--- src/rtl/btn_pkg.sv ---
// Shared types and helpers for the button debounce controller.
package btn_pkg;

    typedef enum logic [1:0] {
        RELEASED,
        PRESS_PEND,
        PRESSED,
        RELEASE_PEND
    } btn_state_t;

    // Never returns 0, so a degenerate parameter still yields a legal 1-bit vector.
    function automatic int clog2_safe(input int value);
        int w;
        w = (value <= 1) ? 1 : $clog2(value);
        return w;
    endfunction

endpackage

--- src/rtl/btn_debounce_chan.sv ---
// One debounce channel: press/release qualification against the shared tick,
// plus a saturating hold counter for long-press detection.
//
// state        | meaning
// -------------+---------------------------------------------------------
// RELEASED     | accepted level is released, waiting for activity
// PRESS_PEND   | pin reads pressed, counting stable ticks before accepting
// PRESSED      | accepted level is pressed, hold counter running
// RELEASE_PEND | pin reads released, counting stable ticks before accepting
module btn_debounce_chan
    import btn_pkg::*;
#(
    parameter int DEBOUNCE_MS   = 10,
    parameter int LONG_PRESS_MS = 1000
) (
    input  logic clk_i,
    input  logic rst_i,
    input  logic tick_i,
    input  logic act_i,
    output logic level_o,
    output logic press_o,
    output logic release_o,
    output logic long_o
);

    localparam int              HW        = clog2_safe(LONG_PRESS_MS + 1);
    localparam logic [7:0]      DCNT_LAST = 8'(DEBOUNCE_MS - 1);
    localparam logic [HW-1:0]   HCNT_MAX  = HW'(LONG_PRESS_MS);
    localparam logic [HW-1:0]   HCNT_LAST = HW'(LONG_PRESS_MS - 1);
    localparam bit              LONG_EN   = (LONG_PRESS_MS != 0);

    btn_state_t    state_q;
    logic [7:0]    dcnt_q;
    logic [HW-1:0] hcnt_q;
    logic          level_q, press_q, release_q, long_q;

    always_ff @(posedge clk_i) begin
        if (rst_i) begin
            state_q   <= RELEASED;
            dcnt_q    <= '0;
            hcnt_q    <= '0;
            level_q   <= 1'b0;
            press_q   <= 1'b0;
            release_q <= 1'b0;
            long_q    <= 1'b0;
        end else begin
            press_q   <= 1'b0;
            release_q <= 1'b0;
            long_q    <= 1'b0;

            // Hold time keeps accumulating through a pending release so a glitch does not restart it.
            if (LONG_EN && tick_i && (state_q == PRESSED || state_q == RELEASE_PEND)
                && (hcnt_q != HCNT_MAX)) begin
                hcnt_q <= hcnt_q + 1'b1;
                if (hcnt_q == HCNT_LAST) begin
                    long_q <= 1'b1;
                end
            end

            case (state_q)
                RELEASED: begin
                    if (act_i) begin
                        state_q <= PRESS_PEND;
                        dcnt_q  <= '0;
                    end
                end
                PRESS_PEND: begin
                    if (!act_i) begin
                        state_q <= RELEASED;
                        dcnt_q  <= '0;
                    end else if (tick_i) begin
                        if (dcnt_q == DCNT_LAST) begin
                            state_q <= PRESSED;
                            dcnt_q  <= '0;
                            hcnt_q  <= '0;
                            press_q <= 1'b1;
                            level_q <= 1'b1;
                        end else begin
                            dcnt_q <= dcnt_q + 1'b1;
                        end
                    end
                end
                PRESSED: begin
                    if (!act_i) begin
                        state_q <= RELEASE_PEND;
                        dcnt_q  <= '0;
                    end
                end
                RELEASE_PEND: begin
                    if (act_i) begin
                        state_q <= PRESSED;
                    end else if (tick_i) begin
                        if (dcnt_q == DCNT_LAST) begin
                            // A release wins over a coincident long-press tick.
                            state_q   <= RELEASED;
                            dcnt_q    <= '0;
                            release_q <= 1'b1;
                            level_q   <= 1'b0;
                            long_q    <= 1'b0;
                        end else begin
                            dcnt_q <= dcnt_q + 1'b1;
                        end
                    end
                end
                default: state_q <= RELEASED;
            endcase
        end
    end

    assign level_o   = level_q;
    assign press_o   = press_q;
    assign release_o = release_q;
    assign long_o    = long_q;

endmodule

--- src/rtl/btn_debounce_ctrl.sv ---
// Board input front end: synchronises raw button pins, derives a 1 ms tick and
// debounces every channel into a clean level plus press/release/long pulses.
module btn_debounce_ctrl
    import btn_pkg::*;
#(
    parameter int   CLK_IN_MHZ    = 12,
    parameter int   TICK_CYCLES   = CLK_IN_MHZ * 1000,
    parameter int   NUM_INPUTS    = 8,
    parameter int   DEBOUNCE_MS   = 10,
    parameter int   LONG_PRESS_MS = 1000,
    parameter logic IN_POLARITY   = 1'b0
) (
    input  logic                  clk_i,
    input  logic                  rst_i,
    input  logic [NUM_INPUTS-1:0] btn_raw_i,
    output logic [NUM_INPUTS-1:0] btn_level_o,
    output logic [NUM_INPUTS-1:0] press_o,
    output logic [NUM_INPUTS-1:0] release_o,
    output logic [NUM_INPUTS-1:0] long_o,
    output logic                  any_event_o
);

    localparam int                    PW       = clog2_safe(TICK_CYCLES);
    localparam logic [PW-1:0]         PRE_LAST = PW'(TICK_CYCLES - 1);
    localparam logic [NUM_INPUTS-1:0] IDLE     = {NUM_INPUTS{~IN_POLARITY}};

    logic [NUM_INPUTS-1:0] sync1_q, sync2_q;
    logic [NUM_INPUTS-1:0] act;
    logic [PW-1:0]         pre_q;
    logic                  tick;

    // Synchronisers come out of reset at the idle level so reset never looks like a press.
    always_ff @(posedge clk_i) begin
        if (rst_i) begin
            sync1_q <= IDLE;
            sync2_q <= IDLE;
        end else begin
            sync1_q <= btn_raw_i;
            sync2_q <= sync1_q;
        end
    end

    assign act = sync2_q ^ IDLE;

    always_ff @(posedge clk_i) begin
        if (rst_i) begin
            pre_q <= '0;
        end else if (pre_q == PRE_LAST) begin
            pre_q <= '0;
        end else begin
            pre_q <= pre_q + 1'b1;
        end
    end

    assign tick = (pre_q == PRE_LAST);

    for (genvar g = 0; g < NUM_INPUTS; g++) begin : g_chan
        btn_debounce_chan #(
            .DEBOUNCE_MS   (DEBOUNCE_MS),
            .LONG_PRESS_MS (LONG_PRESS_MS)
        ) u_chan (
            .clk_i     (clk_i),
            .rst_i     (rst_i),
            .tick_i    (tick),
            .act_i     (act[g]),
            .level_o   (btn_level_o[g]),
            .press_o   (press_o[g]),
            .release_o (release_o[g]),
            .long_o    (long_o[g])
        );
    end

    assign any_event_o = |(press_o | release_o | long_o);

endmodule

--- config.mk ---
export PLATFORM = sky130hd
export DESIGN_NAME = btn_debounce_ctrl
export DESIGN_NICKNAME = d
export VERILOG_FILES = /design/src/rtl/btn_pkg.sv /design/src/rtl/btn_debounce_chan.sv /design/src/rtl/btn_debounce_ctrl.sv
export SDC_FILE = /design/constraint.sdc
export NUM_CORES = 1
export LEC_CHECK = 0
export CAP_MARGIN = 40
export CORE_ASPECT_RATIO = 0.8
export CORE_MARGIN = 2
export CORE_UTILIZATION = 30
export CTS_CLUSTER_DIAMETER = 40
export CTS_CLUSTER_SIZE = 40
export DETAILED_ROUTE_END_ITERATION = 12
export MAX_ROUTING_LAYER = met4
export SETUP_SLACK_MARGIN = 0.2
export SLEW_MARGIN = 15
export SYNTH_ARGS = -nofsm -noshare
export SYNTH_HDL_FRONTEND = slang
export SYNTH_HIERARCHICAL = 1
export SYNTH_SLANG_ARGS = --single-unit
--- constraint.sdc ---
create_clock -name clk_i -period 5.9 [get_ports clk_i]
set_input_delay 0.59 -clock clk_i [delete_from_list [all_inputs] [get_ports clk_i]]
set_output_delay 0.59 -clock clk_i [all_outputs]
set_load 0.05 [all_outputs]
# Word level (Yosys, flattened, before mapping)
# Cells that the tools add are included.
# totals
word_cells	618
register_bits	222
# op_classes
muxes	288
n_reduce_logical	82
add_sub_neg	17
bitwise_logic	27
n_eq_ne	145
# ops
operator	n
$mux 10	40
$mux 8	48
$pmux 8 s4	8
$mux 2	64
$mux 1	112
$ne 2x2->1 const B	54
$add 10x1->10 const B	8
$eq 10x10->1 const B	8
$ne 10x10->1 const B	8
$ne 3x3->1 const B	22
$add 8x1->8 const B	8
$eq 8x4->1 const B	8
$pmux 2 s4	8
$reduce_and 7->1	8
$reduce_and 6->1	8
$reduce_or 3->1	16
$eq 2x2->1 const B	16
$ne 3x2->1 const B	10
$not 1->1	24
$reduce_and 3->1	8
$ne 2x1->1 const B	10
$eq 2x1->1 const B	8
$logic_and 1x1->1	16
$logic_not 2->1	8
other kinds (9)	31

# Depth between registers and ports, before layout
# logic_depth
ltp_word	9
mapped_depth	8
ltp_nobuf	7

# Cells and area by module
# The synthesis kept the hierarchy.
# by_module_without_submodules
mod	area_per_inst_um2	seq_area_each_um2	n_inst	cells_each
btn_debounce_chan (g_chan[1].u_chan ...)	1321.3	480.5	3	149
btn_debounce_chan (g_chan[4].u_chan ...)	1288.7	480.5	3	147
btn_debounce_chan (g_chan[7].u_chan)	1278.7	480.5	1	152
btn_debounce_chan (g_chan[0].u_chan)	1275.0	480.5	1	151
btn_debounce_ctrl	1122.3	600.6	1	117

# Worst setup path after synthesis
# OpenSTA, ideal clock, no wires.
# synth_path
kind	register -> register
from	reg pre_q[5]
to	reg g_chan[4].u_chan.hcnt_q[0]
synth_period_minus_slack_ns	3.665
t_arrival_ns	3.535
stages_incl_launch_ff	7
setup_time_ns	0.131
required_time_ns	5.769
setup_slack_ns	2.235
cell_sequence	dfxtp_1 -> or4b_1 -> nor4_2 -> nor4bb_4 -> nand2_2 -> o31ai_4 -> nor2_1
# synth_between
elab_chain_cells	8
# synth_rtl
item	line_no	source
from (decl)	btn_debounce_ctrl.sv:29	logic [PW-1:0] pre_q;
from (signal assigned)	btn_debounce_ctrl.sv:51	pre_q <= pre_q + 1'b1;
$eq 14x14->1 *	btn_debounce_ctrl.sv:55	assign tick = (pre_q == PRE_LAST);
via tick	btn_debounce_ctrl.sv:30	logic tick;
$logic_and 1x1->1	btn_debounce_chan.sv:52	if (LONG_EN && tick_i && (state_q == PRESSED || state_q == RELEASE_PEND)
$logic_and 1x1->1	btn_debounce_chan.sv:53	&& (hcnt_q != HCNT_MAX)) begin
$mux 10	btn_debounce_chan.sv:52	
$mux 10	btn_debounce_chan.sv:72	if (dcnt_q == DCNT_LAST) begin
$mux 10	btn_debounce_chan.sv:71	end else if (tick_i) begin
$mux 10	btn_debounce_chan.sv:68	if (!act_i) begin
$mux 10 *	btn_debounce_chan.sv:60	case (state_q)
to (signal assigned)	btn_debounce_chan.sv:54	hcnt_q <= hcnt_q + 1'b1;
to (decl)	btn_debounce_chan.sv:34	logic [HW-1:0] hcnt_q;
# Mark *: on every way through the listed nets, which the timed path passes. The rest lies on a longest branch.
# A chain may end at the register's enable or synchronous reset.

# Final worst setup path
# layout_path
from	reg g_chan[0].u_chan.release_q
to	out any_event_o
# layout_between
elab_chain_cells	3
# layout_rtl
item	line_no	source
from (decl)	btn_debounce_chan.sv:35	logic level_q, press_q, release_q, long_q;
from (signal assigned)	btn_debounce_chan.sv:44	release_q <= 1'b0;
from (signal assigned)	btn_debounce_chan.sv:48	release_q <= 1'b0;
from (signal assigned)	btn_debounce_chan.sv:97	release_q <= 1'b1;
$or 8x8->8 (2 in series)	btn_debounce_ctrl.sv:73	assign any_event_o = |(press_o | release_o | long_o);
$reduce_or 8->1	btn_debounce_ctrl.sv:73	
to (decl)	btn_debounce_ctrl.sv:20	output logic any_event_o
# No other way between the ends.

==> results.md <==
- Result of the run: completed
- HPWL after detailed placement: about 17000 um
- Cell area after synthesis: 0.0115 mm2
- EDFF count, synth: 0
- Worst slew margin relative to its limit: between 40% and 50%
- Global route overflow: 0
- Routed Wire Length: around 25000 um
- Switching power summed over all nets: 0.000832 W
- Worst Path Max Fanout: 2
- Width of the chip: 223 um
- Leakage power figure: 4.68 nW
- Max frequency: 299 MHz
- Seq/Total Area, Yosys: 38.6%
- Initial antenna violation count: 0
- Detailed-route DRC error count: 0
- Floorplan die area: between 0.03 and 0.04 mm2
- Crit path capture type: primary output
- Per-instance average area after synthesis: 8.80 um2
- Iteration-0 DRC Markers: roughly 750
- Critical path startpoint category: register
- Cell with the most instances after synthesis: dfxtp_1
- Internal Dissipation: 0.00274 W
- Startpoint of the most critical hold path: sync1_q[3]$_SDFF_PP1_
- Crit path kind: reg2out
- Number of distinct standard cells referenced by the synthesized netlist: 76
- Overall via count from detail_route: 9424
- Number of antenna-violating nets in the routed design: 0
- Power density relative to cell area: 267 mW/mm2
- Filler Cells Inserted: 3837
- Launch point of the worst reg-to-reg path: pre_q[4]$_SDFF_PP0_
- Number of H-tree levels: 1
- Share of the synthesized area in the top cell type: 38.6%
- Setup total negative slack: 0 ps
- Transition time of the tightest slew-check pin: 753 ps
- Sum of buffers and inverters on the critical path: 1
- Clock sink total: 222
- Initial Utilization: 30.2%
- Final core occ: 35.2%
- CTS tree: done
- Largest net degree at the start of global routing: 73
- FP Rows: 64
- Reg area: 0.00444 mm2
- Yosys warning total: 6
- Resize count post-CTS: 0
- Total area of multi-input combinational cells: 0.00655 mm2
- Delay contributed by the slowest stage of the critical path: 710 ps
- Signal arrival time at the worst endpoint: roughly 2800 ps
- Commonest register cell after synthesis: dfxtp_1
- Critical-path cell list: nor4_1 > and4_1 > nand3_1 > clkdlybuf4s50_1
- Nets: 1377
- Portion of total power attributed to sequential cells: 42.7%
- CTS max path bufs: 3
- Post-Synthesis Net Count: roughly 1400
- DR WL/cell: 13.5 um
- Mapped Cells: 1308
- Critical Path Start: g_chan[0].u_chan/release_o$_SDFF_PP0_
- Core Box Area: 0.0380 mm2
- Data required time of the worst path: 5310 ps
- Switching part of the total power: 23.3%
- Area growth from synthesis to final layout: 16.2%
- RSZ-0062 raised after global routing: no
- Clock transition at path regs: 60 ps
- Hold WC Path Type: reg2reg
- Max Transition Viols Final: 0
- Count of hold-fix buffers inserted at cts: 0
- Share of post-route cells with drive strength above 1: under 10%
- Root buffer cell: clkbuf_16
- Final setup violation count: 0
- Total routing resource utilization after global routing: around an eighth
- Number of ports placed on the die boundary: 43
- Number of antenna repair diodes: 0
- Detailed-routing iteration count for the pre-antenna-repair pass: 5
- Crit path max-delay cell type: clkdlybuf4s50_1
- Largest voltage drop on the vdd net: 0.000215 V
- Setup fix buffers added after clock tree synthesis: 0
- Async set-reset flop share out of synthesis: 0%
- Count of buffers inserted at the top-level ports: between 40 and 50
- Number of flip-flops and latches in the synthesized netlist: around 220
- Die Span Y: 179 um
- Setup skew after layout: 13.1 ps
- Top cell types by occurrence after synthesis: dfxtp_1 (222), nor2_1 (147), nand2_1 (89)
- Clock Latency Late Sink: 580 ps
- Clock power frac: a little over half
- Final Wtd Congestion: 0.822
- Via density per instance: 5.09
- Biggest area contributors in the synthesized netlist: dfxtp_1 (39%), nor2_1 (4.8%), xnor2_1 (4.3%), ha_1 (3.6%), nand2_1 (2.9%)
- Kind of cell adding the most delay to the critical path: simple AND/OR/NAND/NOR gates
- Share of power burned in combinational logic: 3.3%
- Most area-hungry cell type in the Yosys netlist: dfxtp_1
- CTS buffer count: 31
- Number of global-route vias before repair: 8560
- Period utilisation layout: 56.7%
- Max capacitance violation total: 0
- Wire length of the first global-routing pass: about 42000 um
- Number of hold violations in the final report: 0
- Time the final worst path needs with I/O delays and setup: about 3300 ps
## metrics by stage
stage	power (W)	instances	cell area, um2	setup slack (ps)	hold slack, ps
floorplan	0.00164	1308	11500	2230	389
global placement	0.00167	1796	12300	2850	394
detailed placement	0.00168	1796	12300	2730	394
CTS	0.00364	1852	13400	2530	405
global route	0.00371	1852	13400	2460	435
finish	0.00358	1852	13400	2550	403
## placed cells by master, fill, tap and decap left out, drive strengths merged, types with 13 or more instances in the layout
cell	instances
nor3b	13
nand4	39
xnor2	56
nand2	92
xor2	32
clkdlybuf4s50	41
a21oi	53
nor3	40
clkbuf	37
nor4	34
nor2	150
dfxtp	222
or2	25
a31oi	28
inv	67
o311ai	20
nor4b	15
and3	18
ha	33
and4	27
o21ai	39
mux2i	16
or3	17
nand2b	21
o21a	23
nand3	55
## flip-flops by register name (all words and copies together), names as in the netlist, named ones only
name	flops
g_chan.u_chan/hcnt_q	80
g_chan.u_chan/dcnt_q	64
pre_q	14
g_chan.u_chan/level_o	8
g_chan.u_chan/long_o	8
g_chan.u_chan/press_o	8
g_chan.u_chan/release_o	8
g_chan.u_chan/state_q	8
sync1_q	8
sync2_q	8
## metal layers
layer	up-vias	GRT usage (%)	part of all wire (%)
met1	4445	17.8	52
met3	45	2.54	4.4
met4	0	2.74	1.9
met2	148	19.0	42
met5	-	-	0
li1	4786	-	-
## power groups by stage
stage | Sequential [W] | Combinational [W] | Clock (W)
after global routing | 0.00153 | 0.000129 | 0.00205
after CTS | 0.00153 | 0.000119 | 0.00199
after detailed placement | 0.00156 | 0.000118 | 0
after global placement | 0.00156 | 0.000117 | 0
final | 0.00153 | 0.000117 | 0.00193
after floorplan | 0.00157 | 0.0000687 | 0
## final cells by class
class | count | share of cell area (%)
Multi-Input combinational cell | 973 | 49.0
Sequential cell | 222 | 33.2
Clock inverter | 19 | 1.87
Tap cell | 495 | 4.63
Timing Repair Buffer | 45 | 3.39
Inverter | 61 | 1.71
Clock buffer | 37 | 6.19
## worst paths after layout
check	endpoint	slack [ps]	cells after the start
max reg2reg	g_chan[4].u_chan/hcnt_q[3]$_SDFF_PP0_	2720	7
min	sync2_q[3]$_SDFF_PP1_	400	1
max	any_event_o	2550	4
min reg2reg	sync2_q[3]$_SDFF_PP1_	400	1
## cell families after synthesis
logic type | Yosys count | synth area share (%)
buffers and inverters | 113 | 4.51
muxes | 16 | 1.39
xor gates and xnor gates | 88 | 6.70
adders and majority gates | 33 | 3.59
and+or+nand+nor | 599 | 30.5
DFF | 222 | 38.6
AOI/OAI and AO/OA | 237 | 14.6
No activity file was read; power rests on OpenSTA's default activity.
